$ cat src/rtl/control_unit.sv
// rtl/control_unit.sv - multicycle MIPS-style control FSM with parameterised memory wait
// Optional OVERFLOW_EXC_EN: signed overflow on add/sub/addi raises the exception sequence.
module control_unit #(
  parameter int MEM_WAIT = 1
) (
  input  logic       Clk,
  input  logic       Reset,
  input  logic [5:0] Opcode,
  input  logic [5:0] Funct,
  input  logic       Zero,
  input  logic       Overflow,
  output logic [5:0] Loads,
  output logic       wr,
  output logic       IRWrite,
  output logic       RegWrite,
  output logic       IorD,
  output logic       RegDst,
  output logic       MemtoReg,
  output logic       ALUSrcA,
  output logic [1:0] ALUSrcB,
  output logic [2:0] ALUOp,
  output logic [1:0] PCSource,
  output logic [7:0] Estado
);

  typedef enum logic [3:0] {
    S_RESET      = 4'd0,
    S_FETCH      = 4'd1,
    S_FETCH_WAIT = 4'd2,
    S_DECODE     = 4'd3,
    S_MEM_ADDR   = 4'd4,
    S_LW_WAIT    = 4'd5,
    S_LW_WB      = 4'd6,
    S_SW_WRITE   = 4'd7,
    S_R_EXEC     = 4'd8,
    S_R_WB       = 4'd9,
    S_ADDI_EXEC  = 4'd10,
    S_ADDI_WB    = 4'd11,
    S_BRANCH     = 4'd12,
    S_JUMP       = 4'd13,
    S_EXC_EPC    = 4'd14,
    S_EXC_VEC    = 4'd15
  } state_t;

  localparam logic [5:0] OP_RTYPE = 6'h00;
  localparam logic [5:0] OP_J     = 6'h02;
  localparam logic [5:0] OP_BEQ   = 6'h04;
  localparam logic [5:0] OP_BNE   = 6'h05;
  localparam logic [5:0] OP_ADDI  = 6'h08;
  localparam logic [5:0] OP_LW    = 6'h23;
  localparam logic [5:0] OP_SW    = 6'h2B;

  localparam logic [1:0] CNT_LAST = 2'(MEM_WAIT - 1);

`ifdef OVERFLOW_EXC_EN
  localparam logic OVF_EN = 1'b1;
`else
  localparam logic OVF_EN = 1'b0;
`endif

  // Load strobe bit positions within Loads
  localparam int L_PC = 5, L_MDR = 4, L_A = 3, L_B = 2, L_ALUOUT = 1, L_EPC = 0;

  state_t     state, state_next;
  logic [1:0] cnt, cnt_next;
  logic       cnt_last;
  logic       ovf_trap;
  logic       funct_ok;
  logic       funct_arith;
  logic [2:0] funct_op;

  assign cnt_last = (cnt == CNT_LAST);
  assign ovf_trap = OVF_EN & Overflow;
  assign Estado   = {4'd0, state};

  always_comb begin
    funct_ok    = 1'b1;
    funct_arith = 1'b0;
    funct_op    = 3'b000;
    case (Funct)
      6'h20:   begin funct_op = 3'b000; funct_arith = 1'b1; end
      6'h22:   begin funct_op = 3'b001; funct_arith = 1'b1; end
      6'h24:   funct_op = 3'b010;
      6'h25:   funct_op = 3'b011;
      default: funct_ok = 1'b0;
    endcase
  end

  always_ff @(posedge Clk or negedge Reset) begin
    if (!Reset) begin
      state <= S_RESET;
      cnt   <= 2'd0;
    end else begin
      state <= state_next;
      cnt   <= cnt_next;
    end
  end

  // Counter defaults to zero so every entry into a wait state starts clean
  always_comb begin
    state_next = state;
    cnt_next   = 2'd0;
    Loads      = 6'd0;
    wr         = 1'b0;
    IRWrite    = 1'b0;
    RegWrite   = 1'b0;
    IorD       = 1'b0;
    RegDst     = 1'b0;
    MemtoReg   = 1'b0;
    ALUSrcA    = 1'b0;
    ALUSrcB    = 2'b00;
    ALUOp      = 3'b000;
    PCSource   = 2'b00;
    case (state)
      S_RESET: state_next = S_FETCH;
      S_FETCH: state_next = S_FETCH_WAIT;
      S_FETCH_WAIT: begin
        ALUSrcB = 2'b01;
        if (cnt_last) begin
          IRWrite     = 1'b1;
          Loads[L_PC] = 1'b1;
          state_next  = S_DECODE;
        end else begin
          cnt_next = cnt + 2'd1;
        end
      end
      S_DECODE: begin
        Loads[L_A]      = 1'b1;
        Loads[L_B]      = 1'b1;
        Loads[L_ALUOUT] = 1'b1;
        ALUSrcB         = 2'b11;
        case (Opcode)
          OP_RTYPE:      state_next = S_R_EXEC;
          OP_ADDI:       state_next = S_ADDI_EXEC;
          OP_LW, OP_SW:  state_next = S_MEM_ADDR;
          OP_BEQ, OP_BNE: state_next = S_BRANCH;
          OP_J:          state_next = S_JUMP;
          default:       state_next = S_EXC_EPC;
        endcase
      end
      S_MEM_ADDR: begin
        ALUSrcA         = 1'b1;
        ALUSrcB         = 2'b10;
        Loads[L_ALUOUT] = 1'b1;
        state_next      = (Opcode == OP_LW) ? S_LW_WAIT : S_SW_WRITE;
      end
      S_LW_WAIT: begin
        IorD = 1'b1;
        if (cnt_last) begin
          Loads[L_MDR] = 1'b1;
          state_next   = S_LW_WB;
        end else begin
          cnt_next = cnt + 2'd1;
        end
      end
      S_LW_WB: begin
        RegWrite   = 1'b1;
        MemtoReg   = 1'b1;
        state_next = S_FETCH;
      end
      S_SW_WRITE: begin
        IorD       = 1'b1;
        wr         = 1'b1;
        state_next = S_FETCH;
      end
      S_R_EXEC: begin
        ALUSrcA         = 1'b1;
        ALUOp           = funct_op;
        Loads[L_ALUOUT] = 1'b1;
        if (!funct_ok || (funct_arith && ovf_trap)) state_next = S_EXC_EPC;
        else                                       state_next = S_R_WB;
      end
      S_R_WB: begin
        RegWrite   = 1'b1;
        RegDst     = 1'b1;
        state_next = S_FETCH;
      end
      S_ADDI_EXEC: begin
        ALUSrcA         = 1'b1;
        ALUSrcB         = 2'b10;
        Loads[L_ALUOUT] = 1'b1;
        state_next      = ovf_trap ? S_EXC_EPC : S_ADDI_WB;
      end
      S_ADDI_WB: begin
        RegWrite   = 1'b1;
        state_next = S_FETCH;
      end
      S_BRANCH: begin
        ALUSrcA     = 1'b1;
        ALUOp       = 3'b001;
        PCSource    = 2'b01;
        Loads[L_PC] = (Opcode == OP_BEQ) ? Zero : ~Zero;
        state_next  = S_FETCH;
      end
      S_JUMP: begin
        PCSource    = 2'b10;
        Loads[L_PC] = 1'b1;
        state_next  = S_FETCH;
      end
      S_EXC_EPC: begin
        ALUSrcB      = 2'b01;
        ALUOp        = 3'b001;
        Loads[L_EPC] = 1'b1;
        state_next   = S_EXC_VEC;
      end
      S_EXC_VEC: begin
        PCSource    = 2'b11;
        Loads[L_PC] = 1'b1;
        state_next  = S_FETCH;
      end
      default: state_next = S_RESET;
    endcase
  end

endmodule

$ cat config.mk
export PLATFORM = sky130hd
export DESIGN_NAME = control_unit
export DESIGN_NICKNAME = d
export VERILOG_FILES = /design/src/rtl/control_unit.sv
export SDC_FILE = /design/constraint.sdc
export NUM_CORES = 1
export LEC_CHECK = 0
export CAP_MARGIN = 40
export CORE_UTILIZATION = 37
export CTS_CLUSTER_DIAMETER = 50
export DETAILED_ROUTE_END_ITERATION = 16
export PLACE_DENSITY = 0.79
export SLEW_MARGIN = 20
export SYNTH_ARGS = -nofsm -noshare
export SYNTH_HDL_FRONTEND = slang
export SYNTH_SLANG_ARGS = --single-unit
$ cat constraint.sdc
create_clock -name Clk -period 1.5 [get_ports Clk]
set_input_delay 0.225 -clock Clk [delete_from_list [all_inputs] [get_ports Clk]]
set_output_delay 0.225 -clock Clk [all_outputs]
set_load 0.01 [all_outputs]
# Word-level counts from Yosys, hierarchy flattened

Index checks and enable logic that the tools add are counted.

Register bits after elaboration: 6
Bits in latches: 0
Memory bits (writable): 0
Memory bits (read-only): 0
Logic and storage cells: 75
Memories: 0

Add/sub/neg operators: 1
Multiply operators: 0
Div/mod/pow operators: 0
Order comparisons: 0
Eq/ne operators: 27
Shifts and indexed selects: 0
Muxes and demuxes: 27
Bitwise logic cells: 1
Reductions and logical operators: 17

Operator list:

| operator                                       | number |
|---|---|
| == test 6 bit (second input constant)          | 6 |
| case mux 4 bit (9 select lines)                | 1 |
| == test 4 bit (second input constant)          | 8 |
| case mux 4 bit (5 select lines)                | 1 |
| case mux 2 bit (3 select lines)                | 3 |
| == test 4 x 3 -> 1 bit (second input constant) | 4 |
| OR reduction 2 bit                             | 8 |
| two-way mux 1 bit                              | 13 |
| == test 6 x 3 -> 1 bit (second input constant) | 2 |
| OR reduction 4 bit                             | 3 |
| == test 4 x 2 -> 1 bit (second input constant) | 2 |
| two-way mux 2 bit                              | 4 |
| two-way mux 4 bit                              | 2 |
| OR reduction 8 bit                             | 1 |
| == test 6 x 2 -> 1 bit (second input constant) | 1 |
| == test 6 x 4 -> 1 bit (second input constant) | 1 |
| zero test 6 bit                                | 1 |
| case mux 3 bit (2 select lines)                | 1 |
| == test 4 x 1 -> 1 bit (second input constant) | 1 |
| zero test 4 bit                                | 1 |
| inequality test 2 bit (second input constant)  | 2 |
| two-way mux 3 bit                              | 1 |
| case mux 1 bit (3 select lines)                | 1 |
| OR reduction 3 bit                             | 1 |
| 4 further kinds                                | 4 |

# Logic depth before layout (Yosys ltp)

Word-level depth: 5
Depth in mapped cells: 6

# Worst setup path before layout

OpenSTA, ideal clock, no wires.

Kind: reg2out
Start: register state[0]
End: output Loads[3]
Arrival time: 1.320 ns
Data required time: 1.275 ns
Setup slack: -0.045 ns
Stages on the path, launching flop included: 6
Path through: dfrtp_1 > clkbuf_2 > buf_2 > nand2_1 > nor3_1 > buf_4

Word-level cells in the longest chain between the ends: 2

RTL lines:

| element                  | line | source |
|---|---|---|
| start: declaration       | 64   | `state_t state, state_next;` |
| start signal: assignment | 94   | `state <= state_next;` |
| == test 4 x 2 -> 1 bit   | 114  | `case (state)` |
| two-way mux 2 bit        | 114  |  |
| end: declaration         | 12   | `output logic [5:0] Loads,` |

Every way passes these cells.

# Worst setup path after layout

Start: register state[0]
End: output Loads[1]

Word-level cells in the longest chain between the ends: 3
Elaborated cells on any way between the ends: 6

RTL lines:

| element                                     | line |
|---|---|
| == test 4 bit, or another cell as far along | 114 |
| OR reduction 4 bit (no line) (*)            | - |
| two-way mux 1 bit (*)                       | 114 |

Mark *: on every way between the ends. The rest lies on a longest branch, timed or not.

==> summary.txt <==
Critical path
  – Worst EP required: 1.27 ns
  – Crit path max-delay family: flip-flops
  – Stages on worst setup path: 6
  – CP max stage delay: roughly 0.45 ns
  – Crit. End Element: output pin
  – CP Max Fanout: 4
  – Critical-path cell list: buf_6 -> nor2b_4 -> o21ai_2 -> nand2_2 -> nand2b_1 -> buf_2
  – Critical Path Source Type: register
  – Slowest-stage cell, CP: dfrtp_2
  – Buffers & Inverters on Critical Path: 2
  – Arrival @ worst endpoint: 1.51 ns
  – CP Class: register to output pin
  – Worst R2R Path Depth: 7

Power and ir drop
  – Power, Total: between 3 and 4 mW
  – IR drop worst, VDD: 1.40 mV
  – Clock share of power: 5.3%
  – Gate power share: a little over four fifths
  – Switch Pwr: 1.41 mW
  – Pwr/cell area: 1950 mW/mm2
  – Sequential share of power: 10.5%
  – Sw Share: 44.7%
  – Lkg Pwr: 0.799 nW
  – Internal cell power: 1.74 mW

Final layout
  – Share of layout cells above drive strength 1: approximately three fifths
  – Final nets: approximately 200
  – FILL cells: 78
  – Post-Layout Cell Count: 210
  – Syn-to-layout area delta: 116%
  – N_diodes: 0

Synthesis
  – Synth unique cells: 36
  – Top_reg_cell synth: dfrtp_1
  – Top cells by area, synth: dfrtp_1 20%, nor2b_1 12%, buf_4 6.0%
  – Synth Instances: 103
  – EDFF count, synth: 0
  – Post-synth top area share: 20.1%
  – Sequential area share after synthesis: 20.1%
  – Post-synthesis sequential element count: 6
  – Cell taking the most area after synthesis: dfrtp_1
  – Post-synth ARST share: 100%
  – Synthesized cell area: around 750 um2
  – Average cell area after synthesis: 7.25 um2
  – Ys Warns: 0

Die
  – Row count: 15
  – Die height: 46.9 um
  – I/O pin count: 44
  – CORE AREA: 0.00180 mm2
  – Starting Density: 41.5%
  – Full die area: 0.00220 mm2
  – Die width: ~47 um

Routing
  – TritonRoute pass-1 iters: 4
  – # DRC: 0
  – Total wire length: 3900 um
  – Detailed-route via count: 1191
  – Routed Antenna Nets: 0
  – Drt wl/cell: between 15 and 20 um
  – Starting DRT DRC Count: 46
  – Vias/cell: 5.67

Clocking
  – Clk buf depth: 2
  – Root buf cell: clkbuf_4
  – CTS HTree Levels: 1
  – CTS tree: done
  – Worst-path clk slew: about 0.05 ns
  – Worst-Skew Late Latency: ~0.26 ns
  – Clock sink count: 6
  – CTS Hold Bufs: 0
  – Num CTS Buffers: 3

Min path
  – Worst min path class: input port to async pin

Timing
  – RSZ-0062 raised after global routing: true
  – Final Hold Fails: 0
  – Setup_tns: -2.43 ns
  – Final Cycle Share: 116%
  – FMAX: 576 MHz
  – Layout Skew: roughly 0.005 ns
  – WHS: 0.221 ns
  – PnR worst setup slack: -0.236 ns
  – Final setup viols: 22
  – Final Critical Period: 1.74 ns
  – Slew Viols, Final: 0

Run status
  – Failing checks: setup timing
  – Outcome: finished, violations left

Placement
  – Dpl cells: 185
  – Number of port buffers: 37
  – DP Worst Slack: -0.737 ns
  – Detailed Place HPWL: just under 2000 um
  – Gpl congestion: 0.879

GRT
  – Number of global-route vias before repair: 1066
  – Largest net degree at the start of global routing: 13
  – Total global routing track utilization: 30.9%
  – Grt total ovfl: 0
  – Initial antenna violation count: 0
  – First-pass GRT wire length: 4820 um

Job
  – Max-Cap Viols: 0
[worst reg2reg max path, stage by stage (launching register included)]
cell and delay, ns:
dfrtp_2 0.42, buf_6 0.12, buf_6 0.12, nand2_1 0.10, buf_4 0.15, nor2_1 0.21, a21oi_1 0.12, o21ai_0 0.26
[metal layers]
| layer | part of all wire, % | track usage [%] | vias to the layer above | wire length [um] |
|---|---|---|---|---|
| li1 | - | - | 515 | - |
| met1 | 39 | 37.7 | 574 | 1510 |
| met2 | 49 | 55.3 | 80 | 1930 |
| met3 | 6.5 | 5.38 | 22 | 255 |
| met4 | 5.3 | 9.14 | 0 | 206 |
| met5 | 0 | 0 | - | 0 |
[layout make-up]
| class | count | area (um2) | share of cell area, % |
|---|---|---|---|
| tap | 25 | 31.3 | 1.93 |
| multi-input combinational | 87 | 681 | 42.1 |
| sequential | 6 | 155 | 9.60 |
| timing repair buffer | 87 | 719 | 44.5 |
| inverter | 2 | 7.51 | 0.464 |
| clock buffer | 3 | 22.5 | 1.39 |
[metrics by stage]
step           util [%]  cell area [um2]
2_1_floorplan         -              767
3_3_place_gp       72.4             1300
3_5_place_dp       72.4             1300
4_1_cts            81.0             1460
5_1_grt            89.7             1620
6_report           89.7             1620
[kinds of logic after synthesis]
family / share of synthesized area, %
and+or+nand+nor: 40.7
AOI/OAI and AO/OA: 18.9
buffers and inverters: 11.1
DFF: 20.1
muxes: 4.19
adders and majority gates: 3.35
other: 0.502
xor gates and xnor gates: 1.17
[path summary, 6_finish.rpt]
kind / slack (ns) / startpoint / to
setup / recovery: -0.24 / state[0] / Loads[1]
hold / removal: 0.22 / Reset / state[2]
setup reg to reg: -0.12 / state[0] / state[3]
hold reg to reg: 0.65 / cnt[1] / cnt[0]
max in group asynchronous: 1.02 / Reset / state[3]
min in group Clk: 0.44 / Opcode[3] / state[1]
[cell usage after synthesis, types with 2 or more instances]
| library cell | number |
|---|---|
| a21oi_1 | 5 |
| clkbuf_2 | 2 |
| o21ai_0 | 6 |
| a21o_1 | 2 |
| nand2_1 | 8 |
| inv_1 | 2 |
| buf_4 | 6 |
| dfrtp_1 | 6 |
| nor2b_1 | 14 |
| nor3_1 | 4 |
| ha_1 | 2 |
| nor2_1 | 8 |
| mux2i_1 | 2 |
| and2_1 | 5 |
| nor4_1 | 2 |
| a211o_1 | 2 |
| and3_1 | 4 |
| nand2b_1 | 2 |
| buf_2 | 4 |
[state kept, by name (all words and copies together) (netlist names)]
signal  count
state       4
cnt         2
[power groups by stage]
stage / Sequential [mW] / Combinational (mW) / Clock, mW
after floorplan: 0.294 / 0.861 / 0
after global placement: 0.310 / 1.76 / 0
after detailed placement: 0.309 / 1.81 / 0
after CTS: 0.307 / 2.03 / 0.156
after global routing: 0.328 / 2.76 / 0.179
final: 0.331 / 2.66 / 0.166
[layout by cell type, fill, tap and decap left out, drive strengths merged]
| master | synthesis | final |
|---|---|---|
| a21o | 2 | 2 |
| nand3b | 1 | 1 |
| nor3b | 1 | 1 |
| nand2b | 2 | 2 |
| clkdlybuf4s15 | 0 | 1 |
| and3 | 4 | 4 |
| conb | 1 | 5 |
| xor2 | 1 | 1 |
| nand3 | 1 | 1 |
| ha | 2 | 2 |
| nor2 | 8 | 8 |
| dfrtp | 6 | 6 |
| clkbuf | 2 | 6 |
| o21ai | 6 | 6 |
| a221oi | 1 | 1 |
| o21a | 1 | 1 |
| clkdlybuf4s50 | 0 | 8 |
| o31a | 1 | 1 |
| a211o | 2 | 2 |
| nand2 | 8 | 8 |
| and4b | 1 | 1 |
| nor3 | 4 | 4 |
| a211oi | 1 | 1 |
| o21bai | 1 | 1 |
| mux2i | 2 | 2 |
| inv | 2 | 2 |
| and2 | 5 | 5 |
| nor2b | 14 | 14 |
| or2 | 1 | 1 |
| a21oi | 5 | 5 |
| mux2 | 1 | 1 |
| buf | 10 | 69 |
| o22ai | 1 | 1 |
| a22oi | 1 | 1 |
| nor4 | 2 | 2 |
| nand4b | 1 | 1 |
| dlygate4sd2 | 0 | 6 |
| nor4b | 1 | 1 |
[timing repair]
action                                  CTS  global route
gates resized for setup                 125            35
endpoints found under the setup margin   24            22
setup buffers                            15             8
pin swaps                                10            13
Note: power is estimated with default switching activity, not from simulation.
